===== config.mk =====
export PLATFORM = sky130hd
export DESIGN_NAME = cdb_arbiter_rr
export DESIGN_NICKNAME = d
export VERILOG_FILES = /design/src/rtl/cdb_arbiter_rr_pkg.sv /design/src/rtl/cdb_arbiter_rr_fifo.sv /design/src/rtl/cdb_arbiter_rr.sv
export SDC_FILE = /design/constraint.sdc
export NUM_CORES = 2
export LEC_CHECK = 0
export ABC_AREA = 1
export ABC_CLOCK_PERIOD_IN_PS = 11700
export BUFFER_PORTS_ARGS = -buffer_cell sky130_fd_sc_hd__buf_4
export CORE_MARGIN = 1
export CORE_UTILIZATION = 35
export DETAILED_ROUTE_END_ITERATION = 8
export PLACE_DENSITY = 0.56
export SLEW_MARGIN = 20
export SYNTH_ARGS = -nofsm -noshare
export SYNTH_HDL_FRONTEND = slang
export SYNTH_SLANG_ARGS = --single-unit

===== constraint.sdc =====
create_clock -name clock -period 11.7 [get_ports clock]
set_input_delay 2.34 -clock clock [delete_from_list [all_inputs] [get_ports clock]]
set_output_delay 2.34 -clock clock [all_outputs]
set_load 0.05 [all_outputs]

===== src/rtl/cdb_arbiter_rr_pkg.sv =====
// Shared CDB definitions: functional-unit mix, default widths and packet types.
package sys_defs;

    localparam int NUM_FU_ALU  = 4;
    localparam int NUM_FU_MULT = 2;
    localparam int NUM_FU_LOAD = 2;
    localparam int N           = 3;

    localparam int NUM_REQ_DEF   = NUM_FU_ALU + NUM_FU_MULT + NUM_FU_LOAD;
    localparam int PRF_IDX_W_DEF = 6;
    localparam int ROB_IDX_W_DEF = 5;
    localparam int DATA_W_DEF    = 32;

    typedef struct packed {
        logic [PRF_IDX_W_DEF-1:0] prf_idx;
        logic [ROB_IDX_W_DEF-1:0] rob_idx;
        logic [DATA_W_DEF-1:0]    value;
    } FU_REQ_PACKET;

    typedef struct packed {
        logic                     valid;
        logic [PRF_IDX_W_DEF-1:0] prf_idx;
        logic [ROB_IDX_W_DEF-1:0] rob_idx;
        logic [DATA_W_DEF-1:0]    value;
    } CDB_LANE_PACKET;

    // Index width that stays legal (>= 1 bit) for single-entry structures.
    function automatic int clog2_min1(input int v);
        return (v > 1) ? $clog2(v) : 1;
    endfunction

endpackage


===== src/rtl/cdb_arbiter_rr_fifo.sv =====
// cdb_req_fifo: private holding FIFO for one FU result port; ready is decoded
// from the registered count only, so a same-cycle pop never frees a slot early.
module cdb_req_fifo
    import sys_defs::*;
#(
    parameter int  DEPTH = 2,
    parameter type pkt_t = FU_REQ_PACKET,
    localparam int CNT_W = $clog2(DEPTH + 1)
) (
    input  logic             clock,
    input  logic             reset,
    input  logic             flush_i,
    input  logic             push_i,
    input  pkt_t             push_data_i,
    input  logic             pop_i,
    output pkt_t             head_o,
    output logic [CNT_W-1:0] count_o,
    output logic             ready_o
);

    localparam int PTR_W = clog2_min1(DEPTH);

    pkt_t             mem_q [DEPTH];
    logic [PTR_W-1:0] wr_ptr_q, wr_ptr_d;
    logic [PTR_W-1:0] rd_ptr_q, rd_ptr_d;
    logic [CNT_W-1:0] count_q, count_d;
    logic             do_push, do_pop;

    assign ready_o = (count_q < CNT_W'(DEPTH));
    assign do_push = push_i & ready_o & ~flush_i;
    assign do_pop  = pop_i & (count_q != '0) & ~flush_i;
    assign head_o  = mem_q[rd_ptr_q];
    assign count_o = count_q;

    // NOTE: every variable written here gets a default first, so no latch is inferred.
    always_comb begin
        wr_ptr_d = wr_ptr_q;
        rd_ptr_d = rd_ptr_q;
        count_d  = count_q;
        if (do_push) wr_ptr_d = (wr_ptr_q == PTR_W'(DEPTH - 1)) ? '0 : wr_ptr_q + 1'b1;
        if (do_pop)  rd_ptr_d = (rd_ptr_q == PTR_W'(DEPTH - 1)) ? '0 : rd_ptr_q + 1'b1;
        case ({do_push, do_pop})
            2'b10:   count_d = count_q + 1'b1;
            2'b01:   count_d = count_q - 1'b1;
            default: count_d = count_q;
        endcase
    end

    // NOTE: state registers use non-blocking assignments so all flops update together.
    always_ff @(posedge clock) begin
        if (reset || flush_i) begin
            wr_ptr_q <= '0;
            rd_ptr_q <= '0;
            count_q  <= '0;
        end else begin
            wr_ptr_q <= wr_ptr_d;
            rd_ptr_q <= rd_ptr_d;
            count_q  <= count_d;
        end
    end

    // NOTE: storage is deliberately not reset; count alone says which entries are live.
    always_ff @(posedge clock) begin
        if (do_push) mem_q[wr_ptr_q] <= push_data_i;
    end

endmodule


===== src/rtl/cdb_arbiter_rr.sv =====
// cdb_arbiter_rr: per-FU holding FIFOs feeding NUM_LANES registered CDB lanes.
// Default is rotating priority; defining CDB_AGE_PRIO_EN ranks heads by ROB age instead.
module cdb_arbiter_rr
    import sys_defs::*;
#(
    parameter int NUM_REQ   = NUM_REQ_DEF,
    parameter int NUM_LANES = N,
    parameter int DEPTH     = 2,
    parameter int PRF_IDX_W = PRF_IDX_W_DEF,
    parameter int ROB_IDX_W = ROB_IDX_W_DEF,
    parameter int DATA_W    = DATA_W_DEF
) (
    input  logic                           clock,
    input  logic                           reset,
    input  logic                           squash,
`ifdef CDB_AGE_PRIO_EN
    input  logic [ROB_IDX_W-1:0]           rob_head,
`endif
    input  logic [NUM_REQ-1:0]             req_valid,
    output logic [NUM_REQ-1:0]             req_ready,
    input  logic [NUM_REQ*PRF_IDX_W-1:0]   req_prf_idx,
    input  logic [NUM_REQ*ROB_IDX_W-1:0]   req_rob_idx,
    input  logic [NUM_REQ*DATA_W-1:0]      req_value,
    output logic [NUM_LANES-1:0]           cdb_valid,
    output logic [NUM_LANES*PRF_IDX_W-1:0] cdb_prf_idx,
    output logic [NUM_LANES*ROB_IDX_W-1:0] cdb_rob_idx,
    output logic [NUM_LANES*DATA_W-1:0]    cdb_value,
    output logic [NUM_REQ-1:0]             grant_debug
);

    typedef struct packed {
        logic [PRF_IDX_W-1:0] prf_idx;
        logic [ROB_IDX_W-1:0] rob_idx;
        logic [DATA_W-1:0]    value;
    } fu_req_t;

    typedef struct packed {
        logic                 valid;
        logic [PRF_IDX_W-1:0] prf_idx;
        logic [ROB_IDX_W-1:0] rob_idx;
        logic [DATA_W-1:0]    value;
    } cdb_lane_t;

    localparam int IDX_W = clog2_min1(NUM_REQ);
    localparam int CNT_W = $clog2(DEPTH + 1);

    fu_req_t          req_pkt [NUM_REQ];
    fu_req_t          head    [NUM_REQ];
    logic [CNT_W-1:0] count   [NUM_REQ];
    logic [NUM_REQ-1:0] nonempty;
    logic [NUM_REQ-1:0] grant;
    logic [NUM_REQ-1:0] avail;
    cdb_lane_t        lanes_d [NUM_LANES];
    cdb_lane_t        lanes_q [NUM_LANES];

    for (genvar gi = 0; gi < NUM_REQ; gi++) begin : g_req
        assign req_pkt[gi] = {req_prf_idx[gi*PRF_IDX_W +: PRF_IDX_W],
                              req_rob_idx[gi*ROB_IDX_W +: ROB_IDX_W],
                              req_value[gi*DATA_W +: DATA_W]};

        cdb_req_fifo #(.DEPTH(DEPTH), .pkt_t(fu_req_t)) u_fifo (
            .clock       (clock),
            .reset       (reset),
            .flush_i     (squash),
            .push_i      (req_valid[gi]),
            .push_data_i (req_pkt[gi]),
            .pop_i       (grant[gi]),
            .head_o      (head[gi]),
            .count_o     (count[gi]),
            .ready_o     (req_ready[gi])
        );

        assign nonempty[gi] = (count[gi] != '0);
    end

`ifdef CDB_AGE_PRIO_EN
    logic [ROB_IDX_W-1:0] age [NUM_REQ];
    logic [ROB_IDX_W-1:0] best_age;
    logic [IDX_W-1:0]     best_idx;
    logic                 best_found;

    // Each lane takes the oldest remaining head; strict '<' keeps ties on the lower index.
    always_comb begin
        avail      = nonempty;
        grant      = '0;
        best_age   = '0;
        best_idx   = '0;
        best_found = 1'b0;
        for (int k = 0; k < NUM_LANES; k++) lanes_d[k] = '0;
        for (int i = 0; i < NUM_REQ; i++) age[i] = head[i].rob_idx - rob_head;
        for (int k = 0; k < NUM_LANES; k++) begin
            best_found = 1'b0;
            best_idx   = '0;
            best_age   = '0;
            for (int i = 0; i < NUM_REQ; i++) begin
                if (avail[i] && (!best_found || age[i] < best_age)) begin
                    best_found = 1'b1;
                    best_idx   = IDX_W'(i);
                    best_age   = age[i];
                end
            end
            if (best_found) begin
                avail[best_idx] = 1'b0;
                grant[best_idx] = 1'b1;
                lanes_d[k]      = {1'b1, head[best_idx]};
            end
        end
    end
`else
    logic [IDX_W-1:0] rr_ptr_q, rr_ptr_d;
    logic [IDX_W:0]   scan;
    logic [IDX_W-1:0] idx, last_idx;
    logic             any_grant, lane_done;

    // Lane k takes the k-th non-empty head found scanning upward from rr_ptr.
    always_comb begin
        avail     = nonempty;
        grant     = '0;
        scan      = '0;
        idx       = '0;
        last_idx  = rr_ptr_q;
        any_grant = 1'b0;
        lane_done = 1'b0;
        for (int k = 0; k < NUM_LANES; k++) lanes_d[k] = '0;
        for (int k = 0; k < NUM_LANES; k++) begin
            lane_done = 1'b0;
            for (int off = 0; off < NUM_REQ; off++) begin
                scan = {1'b0, rr_ptr_q} + (IDX_W + 1)'(off);
                if (scan >= (IDX_W + 1)'(NUM_REQ)) scan = scan - (IDX_W + 1)'(NUM_REQ);
                idx = scan[IDX_W-1:0];
                if (!lane_done && avail[idx]) begin
                    lane_done  = 1'b1;
                    avail[idx] = 1'b0;
                    grant[idx] = 1'b1;
                    lanes_d[k] = {1'b1, head[idx]};
                    last_idx   = idx;
                    any_grant  = 1'b1;
                end
            end
        end
        rr_ptr_d = rr_ptr_q;
        if (any_grant) rr_ptr_d = (last_idx == IDX_W'(NUM_REQ - 1)) ? '0 : last_idx + 1'b1;
    end

    // Squash keeps the pointer so fairness survives a flush.
    always_ff @(posedge clock) begin
        if (reset)        rr_ptr_q <= '0;
        else if (!squash) rr_ptr_q <= rr_ptr_d;
    end
`endif

    always_ff @(posedge clock) begin
        for (int k = 0; k < NUM_LANES; k++) begin
            lanes_q[k] <= (reset || squash) ? '0 : lanes_d[k];
        end
    end

    for (genvar gk = 0; gk < NUM_LANES; gk++) begin : g_lane
        assign cdb_valid[gk]                          = lanes_q[gk].valid;
        assign cdb_prf_idx[gk*PRF_IDX_W +: PRF_IDX_W] = lanes_q[gk].prf_idx;
        assign cdb_rob_idx[gk*ROB_IDX_W +: ROB_IDX_W] = lanes_q[gk].rob_idx;
        assign cdb_value[gk*DATA_W +: DATA_W]         = lanes_q[gk].value;
    end

    assign grant_debug = (reset || squash) ? '0 : grant;

endmodule

## After elaboration in Yosys (flattened, before gate mapping)

Memories as Yosys holds them, arrays and structs flattened. A register that Yosys moved wholly into a read port is not among the register bits.
Index checks and enable logic that the tools add are counted.

| word-level totals | value |
|---|---|
| register bits after elaboration | 35 |
| bits in writable memories | 820 |
| output and inout port bits | 148 |
| memories | 9 |

Memories:

| memory | words | bits a word | read ports | clocked after Yosys merged registers in | wr ports | RTL line | text |
|---|---|---|---|---|---|---|---|
| lanes_q | 3 | 44 | 3 | 0 | 3 | cdb_arbiter_rr.sv:54 | `cdb_lane_t lanes_q [NUM_LANES];` |
| g_req[0].u_fifo.mem_q | 2 | 43 | 1 | 1 | 1 | cdb_arbiter_rr_fifo.sv:23 | `pkt_t mem_q [DEPTH];` |
| g_req[1].u_fifo.mem_q | 2 | 43 | 1 | 1 | 1 | cdb_arbiter_rr_fifo.sv:23 |  |
| g_req[2].u_fifo.mem_q | 2 | 43 | 1 | 1 | 1 | cdb_arbiter_rr_fifo.sv:23 |  |
| g_req[3].u_fifo.mem_q | 2 | 43 | 1 | 1 | 1 | cdb_arbiter_rr_fifo.sv:23 |  |
| g_req[4].u_fifo.mem_q | 2 | 43 | 1 | 1 | 1 | cdb_arbiter_rr_fifo.sv:23 |  |
| +3 memories | -- | -- | -- | -- | -- | -- |  |

| operators by class | value |
|---|---|
| $add $sub $neg | 48 |
| $lt $le $gt $ge | 40 |
| equality and inequality tests | 17 |
| multiplexer cells | 290 |
| bitwise operators | 95 |
| reductions and logical operators | 68 |

Operators by type and width:

| kind | number |
|---|---|
| $mux W44 | 27 |
| $bmux W43 S3 | 8 |
| $mux W43 | 16 |
| $mux W8 | 48 |
| $and A8 B8 Y8 | 23 |
| $or A8 B8 Y8 | 23 |
| $mux W1 | 118 |
| $mux W3 | 33 |
| $bmux W1 S3 | 24 |
| $not A8 Y8 | 8 |
| $ge A4 B4 Y1 const B | 15 |
| $and A1 B1 Y1 | 32 |
| $lt A3 B4 Y1 const B | 8 |
| $not A3 Y4 | 8 |
| $pmux W2 S2 | 8 |
| $reduce_bool A2 Y1 | 16 |
| $logic_and A1 B1 Y1 | 29 |
| $demux W1 S3 | 8 |
| $ge A3 B1 Y1 const B | 8 |
| $sub A3 B1 Y3 const B | 8 |
| $logic_not A1 Y1 | 21 |
| $add A1 B1 Y1 const B | 16 |
| $add A2 B1 Y2 const B | 8 |
| $add A3 B3 Y4 const B | 4 |
| 12 further kinds | 41 |

## Depth between registers and ports, before layout

| depth | value |
|---|---|
| depth in word-level cells | 103 |
| gate-level depth with buffers | 100 |

## By module

A second synthesis with hierarchy kept.

| unflattened totals | value |
|---|---|
| cell total of the unflattened synthesis | 6669 |
| area, all modules | 54816.3 um^2 |

By module, submodules not included:

| module | times used | cells an instance | area an instance (um^2) |
|---|---|---|---|
| cdb_req_fifo | 8 | 171 | 3555.9 |
| cdb_arbiter_rr | 1 | 5301 | 26369.0 |

## Worst setup path after synthesis

No wires, ideal clock.

| path | value |
|---|---|
| kind | register -> output |
| from | register rr_ptr_q[0] |
| to | output grant_debug[4] |
| arrival | 10.377 ns |
| data required time | 9.360 ns |
| path slack | -1.017 ns |
| stages on the path, launching flop included | 89 |
| buffers on the path | 19 |
| cells stage by stage | dfxtp_1 > buf_4 > inv_2 > buf_6 > buf_2 > buf_2 > buf_4 > buf_2 > buf_2 > buf_2 > buf_2 > clkbuf_1 > clkbuf_1 > clkbuf_1 > clkbuf_1 > ha_1 > buf_2 > o21ai_0 > [53 not listed] > nand3_1 > nand3_1 > nand3_1 > nand2_4 > nor2_8 > nand2_4 > nand3_4 > inv_2 > buf_6 > nand2_1 > nand2_1 > nand3_2 > nand2_2 > nor2_8 > nand3_1 > nand2_1 > inv_1 > nor2_1 |

| between the ends | value |
|---|---|
| cells in the longest elaborated chain, start to end | 100 |
| elaborated cells between the ends (all ways) | 284 |
| classes of those cells | add/sub: 15; order compare: 24; mux: 141; bitwise: 54; reduce/logical: 50 |

RTL lines:

| what | RTL line | text |
|---|---|---|
| start, declared | cdb_arbiter_rr.sv:110 | `logic [IDX_W-1:0] rr_ptr_q, rr_ptr_d;` |
| start signal, assigned | cdb_arbiter_rr.sv:148 | `else if (!squash) rr_ptr_q <= rr_ptr_d;` |
| $ge A3 B4 Y1 / $sub A3 B1 Y3 (equally long branches) | cdb_arbiter_rr.sv:129 | `if (scan >= (IDX_W + 1)'(NUM_REQ)) scan = scan - (IDX_W + 1)'(NUM_REQ);` |
| $mux W3 | cdb_arbiter_rr.sv:129 |  |
| $lt A3 B4 Y1 (implied by the code) / $ge A3 B1 Y1 (equally long branches) | cdb_arbiter_rr.sv:133, cdb_arbiter_rr.sv:134 |  |
| $logic_and A1 B1 Y1 (implied by the code) | cdb_arbiter_rr.sv:133, cdb_arbiter_rr.sv:134 |  |
| $mux W1 (implied by the code) | cdb_arbiter_rr.sv:133, cdb_arbiter_rr.sv:134 |  |
| $demux W1 S3 | cdb_arbiter_rr.sv:133, cdb_arbiter_rr.sv:134 |  |
| $not A8 Y8 (no source line) | -- |  |
| $and A8 B8 Y8 (no source line) | -- |  |
| [84 not listed] | -- |  |
| $mux W1 (implied by the code) | cdb_arbiter_rr.sv:131 | `if (!lane_done && avail[idx]) begin` |
| $logic_and A1 B1 Y1 | cdb_arbiter_rr.sv:131 |  |
| $mux W8 | cdb_arbiter_rr.sv:131 |  |
| $bmux W1 S3 | cdb_arbiter_rr.sv:131 |  |
| $mux W1 (implied by the code) | cdb_arbiter_rr.sv:131 |  |
| $logic_and A1 B1 Y1 | cdb_arbiter_rr.sv:131 |  |
| $mux W8 (*) | cdb_arbiter_rr.sv:131 |  |
| $mux W8 (*) | cdb_arbiter_rr.sv:165 | `assign grant_debug = (reset \|\| squash) ? '0 : grant;` |
| end, declared | cdb_arbiter_rr.sv:28 | `output logic [NUM_REQ-1:0] grant_debug` |

Every way passes the cells marked *; elsewhere a longest branch is shown, timed or not. The select of a mux whose other input is x is not followed.

## Worst setup path in the final report

| path | value |
|---|---|
| from | register rr_ptr_q[0] |
| to | output grant_debug[0] |

Same word-level chain as after synthesis.

==> reports/results.ini <==
[status]
status=finished, violations left
violations=DRC

[sta]
worst_hold_slack_ps=497
finalCriticalPeriod_ps=11600
tightest_slew_ps=1110
slew_headroom_pct=25.5
hold_viol=0
post-route-period-util_pct=99.1
drv_slew=0
skew_ps=44.4
rsz0062_at_grt=yes
finalSetupViolCount=0
clock.fmax_mhz=86.2

[die]
die_area_mm2=0.151
io_pins=503
die_x_um=389
placementRows=141
initial_utilization_pct=35.4
die_y_um=389
core_mm2=0.148

[clock_tree]
clkTransAtPathRegs_ps=60
cts_sinks=863
root_buffer=clkbuf_16
htree_levels=3
cts_made_buffers=96
clockBufferDepth=3
clk-insertion-delay-late_ps=750
holdBufCountCts=0
cts_tree=built

[job]
maxCapViolCount=0

[drt]
drc=4
drt_wl_total_mm=266
vias=53200
drtIter0Drc=7329
first_pass_iters=9
viasPerCell=5.77
final_antenna_net_count=0
post_drt_wl_per_cell_um=28.9

[placement]
port_buffers=502
detailed_place_hpwl_mm=195
routabilityCongestion=1.04
dpl_cell_area_mm2=0.0603

[global_route]
grt_max_degree=107
grt_pass1_vias=47400
overflow=0
antenna_found_initial=28
grt_pass1_wl_mm=365
track_usage_pct=34.0

[synth]
syn_nets=6917
synth-seq-cells=863
synth-edff-count=688
ys_seq_area_share_pct=46.2
syn_area_mm2=0.0523
yosys.cell_types.count=60
yosysTopAreaCellShare_pct=39.5
yosys-top-cells-count=1825 x nand2_1, 746 x o21ai_0, 688 x edfxtp_1
yosysMostFrequentCell=nand2_1
syn_area_per_cell_um2=8.00
syn_inst=6542
synth_area_leaders=edfxtp_1 39%, nand2_1 13%, o21ai_0 7.1%, dfxtp_1 6.7%, mux2i_1 6.4%
yosys.area.top_type=edfxtp_1
yosys_warnings=0
synthArstFlopShare_pct=0
synth_ff_type=edfxtp_1

[final_layout]
num-nets-final=7573
final_area_mm2=0.0652
area_growth_pct=24.5
drive_gt1_share_pct=21.3

[min_path]
min_path_type=flop to flop

[setup_path]
worstSetupPathType=flop to primary output
worst_setup_path_end_kind=primary output
required_ps=9360
cp_num_buf_inv=12
arrival_ps=9260
critPathMaxFanout=8
start_kind=flop
crit_path_frequent_cell=nand3_2
cp_top_family=simple AND/OR/NAND/NOR gates
rrSetupSlack_ps=1660
cpPeakStageDelay_ps=410
critical-path-slowest-cell=dfxtp_4

[pwr]
p_leak_uw=0.0278
ir_worst_vdd_mv=0.264
power_density_mw_per_mm2=364

## path summary, 6_finish.rpt
kind                                                             from  cells after the start                        to
worst max-delay path                         rr_ptr_q[0]$_SDFFE_PP0P_                     74            grant_debug[0]
worst min-delay path            g_req[0].u_fifo.rd_ptr_q$_SDFFE_PP0P_                      2                      flop
worst max register to register               rr_ptr_q[0]$_SDFFE_PP0P_                     76  rr_ptr_q[2]$_SDFFE_PP0P_
worst min register to register  g_req[0].u_fifo.rd_ptr_q$_SDFFE_PP0P_                      2                      flop
## where the power goes
part | switching, uW | total (uW) | internal, uW | leakage (uW)
combinational | 12000 | 17100 | 5070 | 0.0185
clock | 1350 | 3030 | 1680 | 0.00151
sequential | 74.2 | 3600 | 3530 | 0.00775
## final cells by class
class | count | area [um2]
well taps | 1930 | 2410
repair inverters | 1 | 6.26
diodes | 8 | 20.0
clock inverters | 55 | 576
repair buffers | 989 | 7670
fillers | 14600 | 82800
multi-input cells | 4781 | 25900
clock buffers | 122 | 2530
inverters | 466 | 1830
flip-flops and latches | 863 | 24200
## worst reg2reg max path: cells and delay by family, from the launching register on
kind            cells  cell delay (ps)
flops               1              410
compound gates      3              470
simple gates       59             6710
buf+inv            12             1830
fa+ha+maj           2              480
## metrics by stage
stage               std cells  setup TNS [ps]  utilization, %  setup WS (ps)  power, uW
global route             9209           -2910            44.0           -383      24600
finish                   9215               0            44.0            101      23700
floorplan                6542               0               -           7.57      12400
detailed placement       8952               0            40.8            118      19000
CTS                      9152               0            43.2           1.68      22400
global placement         8952               0            40.8            138      19000
## routing by layer
layer  wire [um]  GRT usage, %
met5         122             0
met3       29500          8.26
met4       15900          16.5
met1      112000          47.4
met2      109000          48.9
## registers in the layout, summed over array words and instances, names as in the netlist, named ones only
register,cells
rr_ptr_q,3
g_req.u_fifo.mem_q,688
g_req.u_fifo.rd_ptr_q,8
g_req.u_fifo.count_o,16
g_req.u_fifo.wr_ptr_q,8
lanes_q,132
## placed cells by master, fill, tap and decap left out, types with 97 or more instances in the layout
cell          n
a21oi_1     206
buf_4       960
clkbuf_16    97
dfxtp_1     164
edfxtp_1    688
inv_1       404
mux2i_1     336
nand2_1    1750
nand3_1     458
nand3_2      97
nor2_1      368
o21a_1      129
o21ai_0     742
## what timing repair did
action	CTS	global route
buffers inserted	15	48
cloned	8	7
setup endpoints to repair	8	8
pin swaps	29	119
gates resized for setup	64	211
## cells by family (layout without fill, tap and decap cells)
kind of cell               after synthesis  in the layout  synth area share [%]
xor gates and xnor gates                 3              3                0.0502
adders and majority gates               20             20                 0.478
AOI/OAI and AO/OA                     1373           1373                  15.4
muxes                                  336            336                  6.43
buffers and inverters                  910           1633                  6.90
DFF                                    863            863                  46.2
and+or+nand+nor                       3037           3049                  24.6
other                                    0              8                     0
No activity file was read; power rests on OpenSTA's default activity.
